[src/rtl/div2i2o_seq_if.sv]
`default_nettype none
// ============================================================================
//  Module      : div2i2o_seq_if
//  Description : Handshake and operand/result bundle for the sequential
//                restoring divider. The master issues start/a/b and observes
//                busy/done/div_by_zero/quotient/remainder; the slave is the
//                divider itself.
//  Ports       : start, a, b                              (master -> slave)
//                busy, done, div_by_zero, quotient,
//                remainder                                (slave -> master)
//  Revision    : 1.0 - initial release
// ============================================================================
interface div2i2o_seq_if #(
    parameter int WIDTH = 8
);
    logic             start;
    logic [WIDTH-1:0] a;
    logic [WIDTH-1:0] b;
    logic             busy;
    logic             done;
    logic             div_by_zero;
    logic [WIDTH-1:0] quotient;
    logic [WIDTH-1:0] remainder;

    modport master (
        output start, a, b,
        input  busy, done, div_by_zero, quotient, remainder
    );

    modport slave (
        input  start, a, b,
        output busy, done, div_by_zero, quotient, remainder
    );
endinterface
`default_nettype wire

[src/rtl/div2i2o_seq.sv]
`default_nettype none
// ============================================================================
//  Module      : div2i2o_seq
//  Description : Unsigned radix-2 restoring divider, one quotient bit per
//                clock. start is honoured in IDLE or DONE; a nonzero divisor
//                runs WIDTH RUN cycles, a zero divisor completes at once with
//                quotient = all ones, remainder = a and div_by_zero set.
//                quotient/remainder only change on completion.
//  Ports       : clk    - rising-edge clock
//                clr_n  - asynchronous active-low reset
//                bus    - div2i2o_seq_if slave (start, a, b in;
//                         busy, done, div_by_zero, quotient, remainder out)
//  Revision    : 1.0 - initial release
// ============================================================================
module div2i2o_seq #(
    parameter int WIDTH = 8
) (
    input  logic           clk,
    input  logic           clr_n,
    div2i2o_seq_if.slave   bus
);

    localparam int CNT_W = $clog2(WIDTH + 1);

    typedef enum logic [1:0] {
        IDLE = 2'd0,
        RUN  = 2'd1,
        DONE = 2'd2
    } state_t;

    state_t             state_q;
    logic [CNT_W-1:0]   cnt_q;
    logic [WIDTH-1:0]   prem_q;      // partial remainder
    logic [WIDTH-1:0]   shreg_q;     // dividend bits out at top, quotient bits in at bottom
    logic [WIDTH-1:0]   divisor_q;
    logic [WIDTH-1:0]   quot_q;
    logic [WIDTH-1:0]   rem_q;
    logic               busy_q;
    logic               done_q;
    logic               dbz_q;

    logic [WIDTH:0]     shifted_d;
    logic [WIDTH:0]     trial_d;
    logic               borrow_d;
    logic [WIDTH-1:0]   prem_d;
    logic [WIDTH-1:0]   shreg_d;

    // One restoring step. The partial remainder is always below the divisor,
    // so the shifted value is below 2*divisor; a WIDTH+1 bit subtraction is
    // therefore enough, with bit WIDTH of the difference acting as the borrow.
    always_comb begin
        shifted_d = {prem_q, shreg_q[WIDTH-1]};
        trial_d   = shifted_d - {1'b0, divisor_q};
        borrow_d  = trial_d[WIDTH];
        prem_d    = borrow_d ? shifted_d[WIDTH-1:0] : trial_d[WIDTH-1:0];
        shreg_d   = {shreg_q[WIDTH-2:0], ~borrow_d};
    end

    always_ff @(posedge clk or negedge clr_n) begin
        if (!clr_n) begin
            state_q   <= IDLE;
            cnt_q     <= '0;
            prem_q    <= '0;
            shreg_q   <= '0;
            divisor_q <= '0;
            quot_q    <= '0;
            rem_q     <= '0;
            busy_q    <= 1'b0;
            done_q    <= 1'b0;
            dbz_q     <= 1'b0;
        end else begin
            done_q <= 1'b0;
            case (state_q)
                RUN: begin
                    prem_q  <= prem_d;
                    shreg_q <= shreg_d;
                    cnt_q   <= cnt_q - CNT_W'(1);
                    if (cnt_q == CNT_W'(1)) begin
                        quot_q  <= shreg_d;
                        rem_q   <= prem_d;
                        state_q <= DONE;
                        busy_q  <= 1'b0;
                        done_q  <= 1'b1;
                    end
                end
                default: begin
                    // IDLE and DONE both accept a new request, which gives
                    // zero-bubble back-to-back issue out of DONE.
                    if (bus.start) begin
                        divisor_q <= bus.b;
                        dbz_q     <= 1'b0;
                        if (bus.b != '0) begin
                            state_q <= RUN;
                            busy_q  <= 1'b1;
                            cnt_q   <= CNT_W'(WIDTH);
                            prem_q  <= '0;
                            shreg_q <= bus.a;
                        end else begin
                            state_q <= DONE;
                            done_q  <= 1'b1;
                            dbz_q   <= 1'b1;
                            quot_q  <= '1;
                            rem_q   <= bus.a;
                        end
                    end else begin
                        state_q <= IDLE;
                    end
                end
            endcase
        end
    end

    assign bus.busy        = busy_q;
    assign bus.done        = done_q;
    assign bus.div_by_zero = dbz_q;
    assign bus.quotient    = quot_q;
    assign bus.remainder   = rem_q;

endmodule
`default_nettype wire

[src/flat_wrapper.sv]
// flat-port wrapper written by rule: the top's interface ports become plain ports
module div2i2o_seq_flat 
#(
    parameter int WIDTH = 8
)
  (clk, clr_n, bus_start, bus_a, bus_b, bus_busy, bus_done, bus_div_by_zero, bus_quotient, bus_remainder);
  div2i2o_seq_if #(.WIDTH(WIDTH)) bus_i ();
  input  logic clk;
  input  logic clr_n;
  input wire logic [$bits(bus_i.start)-1:0] bus_start;
  input wire logic [$bits(bus_i.a)-1:0] bus_a;
  input wire logic [$bits(bus_i.b)-1:0] bus_b;
  output wire logic [$bits(bus_i.busy)-1:0] bus_busy;
  output wire logic [$bits(bus_i.done)-1:0] bus_done;
  output wire logic [$bits(bus_i.div_by_zero)-1:0] bus_div_by_zero;
  output wire logic [$bits(bus_i.quotient)-1:0] bus_quotient;
  output wire logic [$bits(bus_i.remainder)-1:0] bus_remainder;
  assign bus_i.start = bus_start;
  assign bus_i.a = bus_a;
  assign bus_i.b = bus_b;
  assign bus_busy = bus_i.busy;
  assign bus_done = bus_i.done;
  assign bus_div_by_zero = bus_i.div_by_zero;
  assign bus_quotient = bus_i.quotient;
  assign bus_remainder = bus_i.remainder;
  div2i2o_seq #(.WIDTH(WIDTH)) u_core (.clk(clk), .clr_n(clr_n), .bus(bus_i));
endmodule
[config.mk]
export PLATFORM = sky130hd
export DESIGN_NAME = div2i2o_seq_flat
export DESIGN_NICKNAME = d
export VERILOG_FILES = /design/src/rtl/div2i2o_seq_if.sv /design/src/rtl/div2i2o_seq.sv /design/src/flat_wrapper.sv
export SDC_FILE = /design/constraint.sdc
export NUM_CORES = 1
export LEC_CHECK = 0
export ABC_CLOCK_PERIOD_IN_PS = 4900
export CORE_ASPECT_RATIO = 0.8
export CORE_MARGIN = 4
export CORE_UTILIZATION = 55
export CTS_CLUSTER_SIZE = 28
export DETAILED_ROUTE_END_ITERATION = 10
export MAX_ROUTING_LAYER = met4
export PLACE_DENSITY_LB_ADDON = 0.05
export SYNTH_ARGS = -nofsm -noshare
export SYNTH_HDL_FRONTEND = slang
export SYNTH_SLANG_ARGS = --single-unit
export TNS_END_PERCENT = 100
[constraint.sdc]
create_clock -name clk -period 4.9 [get_ports clk]
set_input_delay 0.49 -clock clk [delete_from_list [all_inputs] [get_ports clk]]
set_output_delay 0.49 -clock clk [all_outputs]
set_load 0.1 [all_outputs]
==> results of run 1 <==
## logic make-up after synthesis
group | count (synthesis) | share of synthesized area (%)
buffers and inverters | 27 | 5.01
multiplexers | 15 | 6.64
adder cells (fa/ha/maj) | 11 | 5.93
flip-flops | 49 | 50.1
AO/OA/AOI/OAI | 64 | 15.4
AND/OR/NAND/NOR | 78 | 14.2
XOR/XNOR | 7 | 2.81
## per-stage QoR
stage / util (%) / worst slack (ns) / hold slack [ns] / area [sq um]
after floorplan: - / 2.56 / 0.194 / 2450
after global placement: 66.8 / 2.08 / 0.465 / 2820
after detailed placement: 66.8 / 2.00 / 0.485 / 2820
after CTS: 69.6 / 1.98 / 0.413 / 2940
after global routing: 69.6 / 1.76 / 0.469 / 2940
final: 69.6 / 1.97 / 0.369 / 2940
## critical path, delay by kind of cell (launching register included)
| kind | cells | cell delay [ns] |
|---|---|---|
| adder cells (fa/ha/maj) | 2 | 0.57 |
| multiplexers | 1 | 0.42 |
| XOR/XNOR | 1 | 0.61 |
| AO/OA/AOI/OAI | 4 | 0.72 |
| buffers and inverters | 2 | 0.14 |
| flip-flops | 1 | 0.38 |
## cell usage in the layout (no fill, tap or decap), types with 5 or more instances in the layout
| cell type | count |
|---|---|
| a21oi_1 | 22 |
| nand3_1 | 11 |
| dfrtp_1 | 49 |
| nor2_1 | 25 |
| mux2_2 | 10 |
| nand2_1 | 26 |
| clkbuf_8 | 6 |
| inv_1 | 13 |
| a31oi_1 | 11 |
| o22ai_1 | 5 |
| mux2i_1 | 5 |
| clkdlybuf4s50_1 | 36 |
| o21ai_0 | 11 |
| ha_1 | 10 |
## area by class of cell
| class | instances | area [sq um] |
|---|---|---|
| clock buffer | 6 | 82.6 |
| tap | 57 | 71.3 |
| clock inverter | 2 | 37.5 |
| inverter | 14 | 53.8 |
| multi-input combinational | 175 | 1100 |
| fill | 335 | 1290 |
| sequential | 49 | 1230 |
| timing repair buffer | 38 | 373 |
## worst max-delay path by stage
stage | start | endpoint | slack (ns) | cells after the start
3_3_place_gp | bus_b[5] | u_core.bus.remainder[5]$_DFFE_PN0P_ | 2.08 | 8
6_report | u_core.shreg_q[7]$_DFFE_PN0P_ | u_core.bus.remainder[0]$_DFFE_PN0P_ | 1.97 | 10
4_1_cts | u_core.shreg_q[7]$_DFFE_PN0P_ | u_core.bus.remainder[0]$_DFFE_PN0P_ | 1.98 | 10
5_1_grt | u_core.shreg_q[7]$_DFFE_PN0P_ | u_core.bus.remainder[1]$_DFFE_PN0P_ | 1.76 | 10
3_5_place_dp | u_core.shreg_q[7]$_DFFE_PN0P_ | u_core.bus.remainder[0]$_DFFE_PN0P_ | 2.00 | 10
2_1_floorplan | u_core.shreg_q[7]$_DFFE_PN0P_ | u_core.bus.remainder[1]$_DFFE_PN0P_ | 2.56 | 11
## sequential cells by signal, summed over array words and instances (netlist names)
register / flops
u_core.prem_q: 8
u_core.shreg_q: 8
u_core.bus.done: 1
u_core.cnt_q: 4
u_core.bus.busy: 1
u_core.bus.quotient: 8
u_core.state_q: 2
u_core.bus.div_by_zero: 1
u_core.divisor_q: 8
u_core.bus.remainder: 8
## routing by layer
metal	vias to the layer above	wire length [microns]	global-route usage, %
met5	-	0	-
met4	0	39	5.10
met3	4	241	4.00
met2	52	2510	33.3
met1	927	2520	30.9
li1	938	-	-
==> impl_results.md, run 1 <==
- Run status: completed
- Post-CTS Setup Bufs: 0
- Vias in the first global route: 1915
- Worst clock skew: 0.00809 ns
- CTS HTree Levels: 2
- Endpoints failing hold: 0
- Nets: 313
- Syn avg cell area: 9.76 sq um
- Tmin final: 2.93 ns
- DRT antenna net count: 0
- Sequential fraction of the synthesis area: 50.1%
- IO Pins: 38
- Crit path DAT: 3.15 ns
- Worst skew pair latency: 0.30 ns
- R2R depth: 10
- Vias/cell: 5.63
- Synth area leader: dfrtp_1
- Initial antenna violation count: 0
- Num rows: 21
- Post-synthesis register bit count: 49
- Worst Hold Class: input pin to async pin
- Commonest cells post-synth: 49 x dfrtp_1, 26 x nand2_1, 25 x nor2_1, 22 x a21oi_1, 13 x inv_1
- Largest stage delay, worst path: 0.61 ns
- Syn_nets: 281
- Dpl cells: 333
- Worst reg-to-reg setup slack: 1.97 ns
- GRT Overall Usage: 22.0%
- Root Driver: clkbuf_8
- Critical Path, Cell by Cell: inv_1 > ha_1 > inv_1 > fa_1 > a211oi_1 > o21bai_1 > o2bb2ai_2 > xor2_2 > mux2_2 > o22ai_1
- Critical Path Start Type: register
- CTS tree: built
- First-pass GRT wire length: 9030 microns
- Setup TNS: 0 ns
- Most common cell in the netlist: dfrtp_1
- Share of cells above drive strength 1: 8.45%
- Post-CTS Resized: 0
- Largest net degree at the start of global routing: 50
- Fmax: 342 MHz
- Synthesis Warnings: 0
- Slew Limit Fails: 0
- IO buf count: 37
- Final setup vio count: 0
- Die Wd: 82.6 microns
- Post-synth EDFFs: 0
- Routability Congestion: 0.810
- Crit end category: register
- Clock buffer depth: 2
- Clock buffer count from CTS: 5
- Final WL: 5310 microns
- CP max FO: 13
- RSZ-0062 raised after global routing: false
- Core ar.: 0.00423 sq mm
- Overflow after GRT: 0
- Synth cell types: 38
- Ys async rst share: 100%
- CP required: 5.13 ns
- Cell Count, Final, Fillers Out: 341
- R2r endpoint: u_core.bus.remainder[0]$_DFFE_PN0P_
- Clock transition at path regs: 0.09 ns
- Slowest CP cell: xor2_2
- Starting Density: 57.9%
- Relative slew slack: 29.0%
- Die H: 67.7 microns
- Worst Path Class, Setup: register to register
- Pre-antenna DRT Iters: 4
- Worst-margin pin slew: 1.07 ns
- Post-synthesis cell count: 251
- DR DRC count: 0
- CTS sink cnt: 49
- Die ar.: 0.00559 sq mm
- Post-synth top flop: dfrtp_1
- Hpwl dp: 3780 microns
- Synth Cell Area: 0.00245 sq mm
- Launching point of the worst reg2reg path: u_core.shreg_q[7]$_DFFE_PN0P_
- Antenna cells: 0
- Max-cap violations: 0
- Routed length per instance: 15.6 microns
- Most used cell, CP: inv_1
- Post-synth top area share: 50.1%
- Hold buffer count at CTS: 0
- Layout area overhead: 20.2%
- Largest cells by area after synthesis: dfrtp_1 50%, ha_1 5.1%, mux2_2 4.6%, a21oi_1 4.5%, nand2_1 4.0%
- DRC violation total after the first TritonRoute iteration: 110
- Via count: 1921
- Final period utilization: 59.7%
Power of run 1 is not shown: default switching activity piles up to over one toggle a cycle in this logic, so the estimate is an artifact.
==> run 2, diff against run 1 <==
- ABC_CLOCK_PERIOD_IN_PS: 4900 -> 2600
- CORE_UTILIZATION: 55 -> 48
- clock period: 4.9 -> 2.6 ns (I/O delays scaled with it)
==> impl_results.md, run 2 (same netlist as run 1, synthesis figures left out) <==
- Area of the multi-input gates: 0.00112 sq mm (was 0.00110 sq mm)
- Final core occ: 63.8% (was 69.6%)
- CTS tree: built (unchanged)
- Crit path DAT: 2.68 ns (was 3.15 ns)
- Filler cells: 398 (was 335)
- IO Pins: 38 (unchanged)
- Most common cell after layout, fill and taps aside: dfrtp_1 (unchanged)
- Worst Hold Class: input pin to async pin (unchanged)
- Worst Slack Setup Final: 0.133 ns (was 1.97 ns)
- Clock transition at path regs: 0.09 ns (about the same)
- Launching point of the worst reg2reg path: u_core.shreg_q[7]$_DFFE_PN0P_ (unchanged)
- Final setup vio count: 0 (unchanged)
- Largest net degree at the start of global routing: 44 (was 50)
- Worst Path Class, Setup: register to register (unchanged)
- Root Driver: clkbuf_8 (unchanged)
- DRC violation total after the first TritonRoute iteration: 92 (was 110)
- Max-cap violations: 0 (unchanged)
- Tmin final: 2.47 ns (was 2.93 ns)
- Most used cell, CP: inv_1 (unchanged)
- Die Wd: 87.9 microns (was 82.6 microns)
- R2r endpoint: u_core.bus.remainder[0]$_DFFE_PN0P_ (unchanged)
- Pre-antenna DRT Iters: 4 (unchanged)
- Num rows: 22 (was 21)
- First-pass GRT wire length: 9150 microns (was 9030 microns)
- Critical Path Start Type: register (unchanged)
- CP required: 2.82 ns (was 5.13 ns)
- Critical Path, Cell by Cell: inv_1 > ha_1 > inv_1 > fa_2 > a211oi_2 > o21bai_2 > o2bb2ai_2 > xor2_2 > buf_6 > mux2_2 > o22ai_1 (was inv_1 > ha_1 > inv_1 > fa_1 > a211oi_1 > o21bai_1 > o2bb2ai_2 > xor2_2 > mux2_2 > o22ai_1)
- Antenna cells: 0 (unchanged)
- Vias in the first global route: 1902 (was 1915)
- Clock buffer depth: 2 (unchanged)
- Dpl ws: 0.0266 ns (was 2.00 ns)
- Critical path buffer and inverter count: 3 (was 2)
- Worst reg-to-reg setup slack: 0.13 ns (was 1.97 ns)
- Final WL: 5410 microns (was 5310 microns)
- Routability Congestion: 0.848 (was 0.810)
- Layout area overhead: 24.1% (was 20.2%)
- Slowest CP cell: dfrtp_1 (was xor2_2)
- Core ar.: 0.00476 sq mm (was 0.00423 sq mm)
- Endpoints failing hold: 0 (unchanged)
- Worst clock skew: 0.00734 ns (was 0.00809 ns)
- Die H: 71.9 microns (was 67.7 microns)
- Largest stage delay, worst path: 0.38 ns (was 0.61 ns)
- Commonest cells after routing, fill and taps aside: 49 x dfrtp_1, 31 x buf_4, 26 x nand2_1, 25 x nor2_1, 22 x a21oi_1 (was 49 x dfrtp_1, 36 x clkdlybuf4s50_1, 26 x nand2_1, 25 x nor2_1, 22 x a21oi_1)
- RSZ-0062 raised after global routing: false (unchanged)
- IO buf count: 37 (unchanged)
- DRT antenna net count: 0 (unchanged)
- Reg area: 0.00123 sq mm (unchanged)
- Crit path max-delay family: compound AO/OA/AOI/OAI gates (unchanged)
- CTS HTree Levels: 2 (unchanged)
- Hpwl dp: 4030 microns (was 3780 microns)
- Initial antenna violation count: 0 (unchanged)
- Slew Limit Fails: 0 (unchanged)
- R2R depth: 11 (was 10)
- Relative slew slack: 68.2% (was 29.0%)
- GRT Overall Usage: 18.9% (was 22.0%)
- Vias/cell: 5.44 (was 5.63)
- Run status: completed (unchanged)
- Final period utilization: 94.9% (was 59.7%)
- Die ar.: 0.00632 sq mm (was 0.00559 sq mm)
- Nets: 327 (was 313)
- Overflow after GRT: 0 (unchanged)
- Crit end category: register (unchanged)
- DR DRC count: 0 (unchanged)
- Starting Density: 51.4% (was 57.9%)
- Fmax: 405 MHz (was 342 MHz)
- Share of cells above drive strength 1: 20.1% (was 8.45%)
- Routed length per instance: 15.1 microns (was 15.6 microns)
- CTS sink cnt: 49 (unchanged)
- Worst skew pair latency: 0.29 ns (was 0.30 ns)
- CP max FO: 4 (was 13)
- Worst-margin pin slew: 0.476 ns (was 1.07 ns)
- Clock buffer count from CTS: 5 (unchanged)
- Setup TNS: 0 ns (unchanged)
- Via count: 1947 (was 1921)
==> run 2: cell count changes in the layout (fill, tap and decap cells not counted), sizes merged <==
| cell | delta |
|---|---|
| clkinvlp | -1 |
| clkdlybuf4s50 | -19 |
| buf | +32 |
| clkbuf | +1 |
| dlygate4sd3 | +1 |
==> run 2: worst register-to-register path: stages, from the launching register on <==
cell,delay (ns)
dfrtp_1,0.38
inv_1,0.07
ha_1,0.15
inv_1,0.06
fa_2,0.37
a211oi_2,0.23
o21bai_2,0.12
o2bb2ai_2,0.16
xor2_2,0.22
buf_6,0.15
mux2_2,0.34
o22ai_1,0.14
==> run 2: cell type report <==
class | count | area share (%)
Sequential cell | 49 | 40.3
Multi-Input combinational cell | 175 | 36.8
Timing Repair Buffer | 52 | 14.8
Clock buffer | 7 | 2.84
Tap cell | 60 | 2.47
Inverter | 14 | 1.77
Clock inverter | 1 | 0.988
==> run 2: per-stage QoR <==
stage	cells	hold WS, ns	instance area [sq um]
2_1_floorplan	251	-0.0356	2450
3_3_place_gp	348	0.241	2880
3_5_place_dp	348	0.243	2880
4_1_cts	358	0.463	3020
5_1_grt	358	0.481	3040
6_report	358	0.451	3040
==> run 2: layer usage <==
layer | global-route usage (%) | vias up | part of all wire [%]
li1 | - | 962 | -
met1 | 27.3 | 937 | 49
met2 | 27.8 | 46 | 45
met3 | 3.79 | 2 | 4.8
met4 | 3.41 | 0 | 0.41
met5 | - | - | 0
==> run 2: worst max-delay path by stage <==
| stage | start | endpoint | cells past startpoint |
|---|---|---|---|
| after CTS | u_core.shreg_q[7]$_DFFE_PN0P_ | u_core.prem_q[0]$_DFFE_PN0P_ | 11 |
| after global routing | u_core.shreg_q[7]$_DFFE_PN0P_ | u_core.bus.remainder[2]$_DFFE_PN0P_ | 11 |
| after detailed placement | u_core.shreg_q[7]$_DFFE_PN0P_ | u_core.prem_q[0]$_DFFE_PN0P_ | 11 |
| final | u_core.shreg_q[7]$_DFFE_PN0P_ | u_core.bus.remainder[0]$_DFFE_PN0P_ | 11 |
| after floorplan | u_core.shreg_q[7]$_DFFE_PN0P_ | u_core.bus.remainder[6]$_DFFE_PN0P_ | 11 |
| after global placement | u_core.shreg_q[7]$_DFFE_PN0P_ | u_core.bus.remainder[0]$_DFFE_PN0P_ | 11 |
==> run 2: repair_timing <==
| action | 4_1_cts | 5_1_grt |
|---|---|---|
| setup endpoints to repair | 2 | 14 |
| hold endpoints to repair | 20 | 0 |
| gates resized for setup | 0 | 7 |
| pin swaps | 1 | 1 |
| hold buffers | 1 | 0 |
| setup buffers | 1 | 0 |
Power of run 2 is left out for the same reason.
